File: src/rtl/game_master_fsm_multi_if.sv
// Bus bundle between the game master and the sprite/timer/collision blocks.
interface game_master_fsm_multi_if #(
  parameter int unsigned N_TARGETS = 2,
  parameter int unsigned N_SHOTS   = 3,
  parameter int unsigned SCORE_W   = 8
);
  localparam int unsigned SHOT_W = $clog2(N_SHOTS + 1);

  logic                 key;
  logic [N_TARGETS-1:0] sprite_target_write_xy;
  logic [N_TARGETS-1:0] sprite_target_write_dxy;
  logic [N_TARGETS-1:0] sprite_target_enable_update;
  logic [N_TARGETS-1:0] sprite_target_within_screen;
  logic                 sprite_torpedo_write_xy;
  logic                 sprite_torpedo_write_dxy;
  logic                 sprite_torpedo_enable_update;
  logic                 sprite_torpedo_within_screen;
  logic [N_TARGETS-1:0] collision;
  logic                 end_of_game_timer_start;
  logic                 end_of_game_timer_running;
  logic                 game_won;
  logic [N_TARGETS-1:0] targets_alive;
  logic [SHOT_W-1:0]    shots_left;
  logic [SCORE_W-1:0]   score;

  // Game master side
  modport master (
    input  key, sprite_target_within_screen, sprite_torpedo_within_screen,
           collision, end_of_game_timer_running,
    output sprite_target_write_xy, sprite_target_write_dxy, sprite_target_enable_update,
           sprite_torpedo_write_xy, sprite_torpedo_write_dxy, sprite_torpedo_enable_update,
           end_of_game_timer_start, game_won, targets_alive, shots_left, score
  );

  // Sprite / timer / collision side
  modport slave (
    output key, sprite_target_within_screen, sprite_torpedo_within_screen,
           collision, end_of_game_timer_running,
    input  sprite_target_write_xy, sprite_target_write_dxy, sprite_target_enable_update,
           sprite_torpedo_write_xy, sprite_torpedo_write_dxy, sprite_torpedo_enable_update,
           end_of_game_timer_start, game_won, targets_alive, shots_left, score
  );
endinterface

File: src/rtl/game_master_fsm_multi.sv
// Torpedo game master: one round against N_TARGETS targets with N_SHOTS torpedoes,
// alive tracking and a saturating score that survives across rounds.
module game_master_fsm_multi #(
  parameter int unsigned N_TARGETS = 2,
  parameter int unsigned N_SHOTS   = 3,
  parameter int unsigned SCORE_W   = 8
) (
  input  logic clk,
  input  logic reset,
  game_master_fsm_multi_if.master bus
);
  localparam int unsigned SHOT_W = $clog2(N_SHOTS + 1);
  localparam int unsigned SUM_W  = SCORE_W + 4;
  localparam logic [SUM_W-1:0] SCORE_MAX = SUM_W'({SCORE_W{1'b1}});

  typedef enum logic [3:0] {
    S_IDLE,
    S_START_ROUND,
    S_WAIT_KEY,
    S_LAUNCH,
    S_FLY,
    S_HIT,
    S_START_END_TIMER,
    S_WON,
    S_LOST
  } state_t;

  state_t               state;
  logic [N_TARGETS-1:0] alive;
  logic [N_TARGETS-1:0] hit_mask;
  logic [SHOT_W-1:0]    shots_left;
  logic [SCORE_W-1:0]   score;

  logic                 alive_off;
  logic                 round_over;
  logic                 shots_avail;
  logic [N_TARGETS-1:0] live_hits;
  logic [N_TARGETS-1:0] alive_after_hit;
  logic [SUM_W-1:0]     score_sum;
  logic [SCORE_W-1:0]   score_next;

  function automatic logic [SUM_W-1:0] popcount(input logic [N_TARGETS-1:0] v);
    logic [SUM_W-1:0] c;
    c = '0;
    for (int i = 0; i < int'(N_TARGETS); i++) c = c + SUM_W'(v[i]);
    return c;
  endfunction

  // Round-status and scoring helpers
  always_comb begin
    alive_off       = |(alive & ~bus.sprite_target_within_screen);
    shots_avail     = (shots_left != '0);
    round_over      = (alive == '0) | alive_off | !shots_avail;
    live_hits       = bus.collision & alive;
    alive_after_hit = alive & ~hit_mask;
    score_sum       = SUM_W'(score) + popcount(hit_mask);
    score_next      = (score_sum > SCORE_MAX) ? {SCORE_W{1'b1}} : score_sum[SCORE_W-1:0];
  end

  // Round sequencer with alive mask, magazine, hit capture and score
  always_ff @(posedge clk or posedge reset) begin
    if (reset) begin
      state      <= S_IDLE;
      alive      <= '0;
      hit_mask   <= '0;
      shots_left <= '0;
      score      <= '0;
    end else begin
      case (state)
        S_IDLE: state <= S_START_ROUND;
        S_START_ROUND: begin
          alive      <= '1;
          shots_left <= SHOT_W'(N_SHOTS);
          state      <= S_WAIT_KEY;
        end
        S_WAIT_KEY: begin
          if (bus.key && shots_avail) state <= S_LAUNCH;
          else if (round_over)        state <= S_START_END_TIMER;
        end
        S_LAUNCH: begin
          shots_left <= shots_left - SHOT_W'(1);
          state      <= S_FLY;
        end
        S_FLY: begin
          hit_mask <= live_hits;
          if (|live_hits)                             state <= S_HIT;
          else if (alive_off)                         state <= S_START_END_TIMER;
          else if (!bus.sprite_torpedo_within_screen) state <= shots_avail ? S_WAIT_KEY
                                                                          : S_START_END_TIMER;
        end
        S_HIT: begin
          alive <= alive_after_hit;
          score <= score_next;
          state <= ((alive_after_hit == '0) || !shots_avail) ? S_START_END_TIMER : S_WAIT_KEY;
        end
        S_START_END_TIMER: state <= (alive == '0) ? S_WON : S_LOST;
        S_WON, S_LOST: if (!bus.end_of_game_timer_running) state <= S_START_ROUND;
        default: state <= S_IDLE;
      endcase
    end
  end

  // Moore decode of sprite/timer controls from the state register
  always_comb begin
    bus.sprite_target_write_xy       = '0;
    bus.sprite_target_write_dxy      = '0;
    bus.sprite_target_enable_update  = '0;
    bus.sprite_torpedo_write_xy      = 1'b0;
    bus.sprite_torpedo_write_dxy     = 1'b0;
    bus.sprite_torpedo_enable_update = 1'b0;
    bus.end_of_game_timer_start      = 1'b0;
    bus.game_won                     = 1'b0;
    case (state)
      S_START_ROUND: begin
        bus.sprite_target_write_xy  = '1;
        bus.sprite_target_write_dxy = '1;
        bus.sprite_torpedo_write_xy = 1'b1;
      end
      S_WAIT_KEY: begin
        bus.sprite_target_enable_update = alive;
        bus.sprite_torpedo_write_dxy    = 1'b1;
      end
      S_LAUNCH: bus.sprite_torpedo_write_xy = 1'b1;
      S_FLY: begin
        bus.sprite_target_enable_update  = alive;
        bus.sprite_torpedo_write_dxy     = 1'b1;
        bus.sprite_torpedo_enable_update = 1'b1;
      end
      S_START_END_TIMER: bus.end_of_game_timer_start = 1'b1;
      S_WON:             bus.game_won = 1'b1;
      default: ;
    endcase
  end

  // Status outputs straight from their registers
  always_comb begin
    bus.targets_alive = alive;
    bus.shots_left    = shots_left;
    bus.score         = score;
  end
endmodule

File: src/flat_wrapper.sv
// flat-port wrapper written by rule: the top's interface ports become plain ports
module game_master_fsm_multi_flat 
#(
  parameter int unsigned N_TARGETS = 2,
  parameter int unsigned N_SHOTS   = 3,
  parameter int unsigned SCORE_W   = 8
)
  (clk, reset, bus_key, bus_sprite_target_within_screen, bus_sprite_torpedo_within_screen, bus_collision, bus_end_of_game_timer_running, bus_sprite_target_write_xy, bus_sprite_target_write_dxy, bus_sprite_target_enable_update, bus_sprite_torpedo_write_xy, bus_sprite_torpedo_write_dxy, bus_sprite_torpedo_enable_update, bus_end_of_game_timer_start, bus_game_won, bus_targets_alive, bus_shots_left, bus_score);
  game_master_fsm_multi_if #(.N_TARGETS(N_TARGETS), .N_SHOTS(N_SHOTS), .SCORE_W(SCORE_W)) bus_i ();
  input  logic clk;
  input  logic reset;
  input wire logic [$bits(bus_i.key)-1:0] bus_key;
  input wire logic [$bits(bus_i.sprite_target_within_screen)-1:0] bus_sprite_target_within_screen;
  input wire logic [$bits(bus_i.sprite_torpedo_within_screen)-1:0] bus_sprite_torpedo_within_screen;
  input wire logic [$bits(bus_i.collision)-1:0] bus_collision;
  input wire logic [$bits(bus_i.end_of_game_timer_running)-1:0] bus_end_of_game_timer_running;
  output wire logic [$bits(bus_i.sprite_target_write_xy)-1:0] bus_sprite_target_write_xy;
  output wire logic [$bits(bus_i.sprite_target_write_dxy)-1:0] bus_sprite_target_write_dxy;
  output wire logic [$bits(bus_i.sprite_target_enable_update)-1:0] bus_sprite_target_enable_update;
  output wire logic [$bits(bus_i.sprite_torpedo_write_xy)-1:0] bus_sprite_torpedo_write_xy;
  output wire logic [$bits(bus_i.sprite_torpedo_write_dxy)-1:0] bus_sprite_torpedo_write_dxy;
  output wire logic [$bits(bus_i.sprite_torpedo_enable_update)-1:0] bus_sprite_torpedo_enable_update;
  output wire logic [$bits(bus_i.end_of_game_timer_start)-1:0] bus_end_of_game_timer_start;
  output wire logic [$bits(bus_i.game_won)-1:0] bus_game_won;
  output wire logic [$bits(bus_i.targets_alive)-1:0] bus_targets_alive;
  output wire logic [$bits(bus_i.shots_left)-1:0] bus_shots_left;
  output wire logic [$bits(bus_i.score)-1:0] bus_score;
  assign bus_i.key = bus_key;
  assign bus_i.sprite_target_within_screen = bus_sprite_target_within_screen;
  assign bus_i.sprite_torpedo_within_screen = bus_sprite_torpedo_within_screen;
  assign bus_i.collision = bus_collision;
  assign bus_i.end_of_game_timer_running = bus_end_of_game_timer_running;
  assign bus_sprite_target_write_xy = bus_i.sprite_target_write_xy;
  assign bus_sprite_target_write_dxy = bus_i.sprite_target_write_dxy;
  assign bus_sprite_target_enable_update = bus_i.sprite_target_enable_update;
  assign bus_sprite_torpedo_write_xy = bus_i.sprite_torpedo_write_xy;
  assign bus_sprite_torpedo_write_dxy = bus_i.sprite_torpedo_write_dxy;
  assign bus_sprite_torpedo_enable_update = bus_i.sprite_torpedo_enable_update;
  assign bus_end_of_game_timer_start = bus_i.end_of_game_timer_start;
  assign bus_game_won = bus_i.game_won;
  assign bus_targets_alive = bus_i.targets_alive;
  assign bus_shots_left = bus_i.shots_left;
  assign bus_score = bus_i.score;
  game_master_fsm_multi #(.N_TARGETS(N_TARGETS), .N_SHOTS(N_SHOTS), .SCORE_W(SCORE_W)) u_core (.clk(clk), .reset(reset), .bus(bus_i));
endmodule
File: config.mk
export PLATFORM = sky130hd
export DESIGN_NAME = game_master_fsm_multi_flat
export DESIGN_NICKNAME = d
export VERILOG_FILES = /design/src/rtl/game_master_fsm_multi_if.sv /design/src/rtl/game_master_fsm_multi.sv /design/src/flat_wrapper.sv
export SDC_FILE = /design/constraint.sdc
export NUM_CORES = 1
export LEC_CHECK = 0
export ABC_AREA = 1
export CAP_MARGIN = 25
export CORE_MARGIN = 3
export CORE_UTILIZATION = 40
export DETAILED_ROUTE_END_ITERATION = 8
export PLACE_DENSITY_LB_ADDON = 0.1
export SYNTH_ARGS = -nofsm -noshare
export SYNTH_HDL_FRONTEND = slang
export SYNTH_SLANG_ARGS = --single-unit
File: constraint.sdc
create_clock -name clk -period 2 [get_ports clk]
set_input_delay 0.3 -clock clk [delete_from_list [all_inputs] [get_ports clk]]
set_output_delay 0.3 -clock clk [all_outputs]
set_load 0.02 [all_outputs]
==> metrics.yaml <==
outcome:
  status: "complete, no violations"
drt:
  dr.pass1.iters: 4
  wl_per_cell_um: 11.84
  first_iter_violations: 54
  vias_per_cell: 4.760
  vias: 1228
  drcViolationCount: 0
  drt.antenna.violating_nets: 0
  wirelength_um: 3054
power:
  p_total_uw: 2279
  power_density_mw_per_mm2: 1371
  cellLeakagePower_uw: 0.0009114
  ir_drop_v: 0.0009034
die:
  row_count: 19
  pin_count: 32
  die_w_um: 62.24
  core-area_mm2: 0.002877
  die-area_mm2: 0.003873
  die_y_um: 62.24
  start_util_pct: 43.98
hold_path:
  hold_path_class: "primary input to asynchronous set/reset pin"
clock_tree:
  clockBufferDepth: 2
  htreeDepth: 1
  cts_made_buffers: 3
  cts-root-buf: "clkbuf_4"
  hold_buffers: 0
  clk_pin_slew_ps: 110
  cts_tree: "yes"
  worstSkewPairLatency_ps: 290
  cts.sinks: 18
logic_synthesis:
  yosysTopAreaCell: "dfrtp_1"
  synth_area_leaders: "dfrtp_1 36%, nand2_1 15%, inv_1 8.0%"
  yosys.cell_count.top_type: "nand2_1"
  syn_inst: 181
  ys_warn_count: 0
  synth_cell_types: 26
  yosys-top-cells-count: "49 x nand2_1, 27 x inv_1, 21 x nor2_1"
  synth_edf_count: 0
  synth_top_area_share_pct: 35.61
  synthFlopType: "dfrtp_1"
  syn_area_mm2: 0.001265
  ys_ff_latch: 18
  async_reset_ff_share_pct: 100.0
  avgSynthCellArea_um2: 6.989
  synthesis.nets: 195
  seq_area_frac_synth_pct: 35.61
grt:
  grt_max_degree: 19
  grt_pass1_vias: 1242
  grtUsageTotal_pct: 17.51
  grt_overflow: 0
  grt_antenna_before_repair: 0
  grt_first_pass_wirelength_um: 5609
sta:
  finClkSkew_ps: 14.31
  hold-worst-slack_ps: 396.0
  period_share_pct: 94.12
  max_freq_mhz: 531.2
  tns_ps: 0
  drv_slew: 0
  min_period_ps: 1882
  hold_viol_final: 0
  setup-violations-final: 0
  worst_pin_slew_ps: 692.9
  rsz0062_at_grt: "false"
  slew_headroom_pct: 53.76
layout:
  fillers: 297
  finalNetCount: 231
  drive_gt1_share_pct: 14.81
  syn2layout_area_growth_pct: 31.45
  antenna_cells: 0
  layout.area.seq_um2: 452.9
  multi_input_area_um2: 684.4
worst_setup_path:
  cp_top_family: "buffers and inverters"
  required_ps: 1700
  critPathBufInv: 3
  critPathArrivalTime_ps: 1580
  endpoint_kind: "output port"
  path_cells: "nor2_2 > inv_1 > nor3_4 > inv_1 > nand2_1 > clkdlybuf4s15_1"
  worst-setup-path-type: "register to output port"
  crit_path_top_delay_cell: "dfrtp_2"
  crit_top_cell: "inv_1"
  worstSetupStartpointType: "register"
  critPathMaxFanout: 5
  max_stage_delay_ps: 460
placed_design:
  dp_hpwl_um: 2469
  gp_congestion: 0.9030
  place.port_buffers: 31
job:
  cap_violations: 0
==> through the flow <==
| step | area [um2] | setup slack [ps] | cells | util (%) |
|---|---|---|---|---|
| after floorplan | 1265 | 260.5 | 181 | - |
| after global placement | 1620 | 96.86 | 253 | 56.33 |
| after detailed placement | 1620 | 0.4908 | 253 | 56.33 |
| after CTS | 1654 | 12.51 | 257 | 57.50 |
| after global routing | 1663 | 1.028 | 258 | 57.81 |
| final | 1663 | 117.5 | 258 | 57.81 |
==> placed cells by master (no fill, tap or decap), types with 4 or more instances in the layout <==
master           synthesis  routed
inv_2                    4       5
ha_1                     4       4
clkdlybuf4s50_1          0      20
o21ai_0                  9       9
inv_1                   27      26
dfrtp_1                 18      16
nand3_1                 14      14
dlygate4sd2_1            0       8
nand2_1                 49      49
nor2_2                   5       5
buf_4                    4       4
nor2_1                  21      20
==> flip-flops by register name, indices dropped and copies added (netlist names) <==
| name | count |
|---|---|
| u_core.bus.targets_alive | 2 |
| u_core.state | 4 |
| u_core.bus.shots_left | 2 |
| u_core.bus.score | 8 |
| u_core.hit_mask | 2 |
==> layer usage <==
| layer | global-route usage (%) | up-vias | routed length (um) |
|---|---|---|---|
| li1 | - | 640 | - |
| met1 | 24.52 | 555 | 1560 |
| met2 | 26.88 | 31 | 1339 |
| met3 | 4.505 | 2 | 137 |
| met4 | 4.420 | 0 | 16 |
| met5 | 0 | - | 0 |
==> what timing repair did <==
item,CTS,global route
resized for setup,17,8
setup buffers,0,1
endpoints found under the setup margin,11,13
pin swaps,0,3
==> layout make-up <==
cell class                 instances  share of cell area (%)
multi-input combinational        128                   41.16
inverter                          31                   6.998
sequential                        18                   27.24
timing repair buffer              35                   19.26
clock buffer                       4                   2.182
tap                               42                   3.160
==> cells by family (layout without fill, tap and decap cells) <==
group,Yosys count,count (layout),share of synthesized area [%]
compound gates,17,17,7.320
fa+ha+maj,5,5,5.539
buf+inv,35,70,11.57
flops,18,18,35.61
simple gates,106,106,39.96
==> worst reg2reg max path: stages (launching register included) <==
cell     delay, ps
dfrtp_1        410
ha_1           300
ha_1           220
fa_2           340
inv_2           70
nor3_1          40
nand4_1        210
o21ai_0        130
==> power breakdown <==
part	total, uW	internal [uW]	leakage, uW	switching (uW)
clock network	223	111	0.0000210	112
registers	642	483	0.000217	159
logic	1410	562	0.000673	852
==> path summary, 6_finish.rpt <==
kind / from / end / slack [ps] / cells after the start
min in group clk: u_core.bus.shots_left[0]$_DFFE_PP0P_ / u_core.bus.shots_left[0]$_DFFE_PP0P_ / 520 / 1
max in group asynchronous: reset / u_core.state[0]$_DFFE_PP0P_ / 1100 / 2
max: u_core.state[3]$_DFFE_PP0P_ / bus_sprite_torpedo_write_dxy / 120 / 6
max reg2reg: u_core.hit_mask[0]$_DFFE_PP0P_ / u_core.bus.score[0]$_DFFE_PP0P_ / 160 / 7
min reg2reg: u_core.bus.shots_left[0]$_DFFE_PP0P_ / u_core.bus.shots_left[0]$_DFFE_PP0P_ / 520 / 1
min: reset / u_core.hit_mask[1]$_DFFE_PP0P_ / 400 / 2
Power figures use the tool's default switching activity.
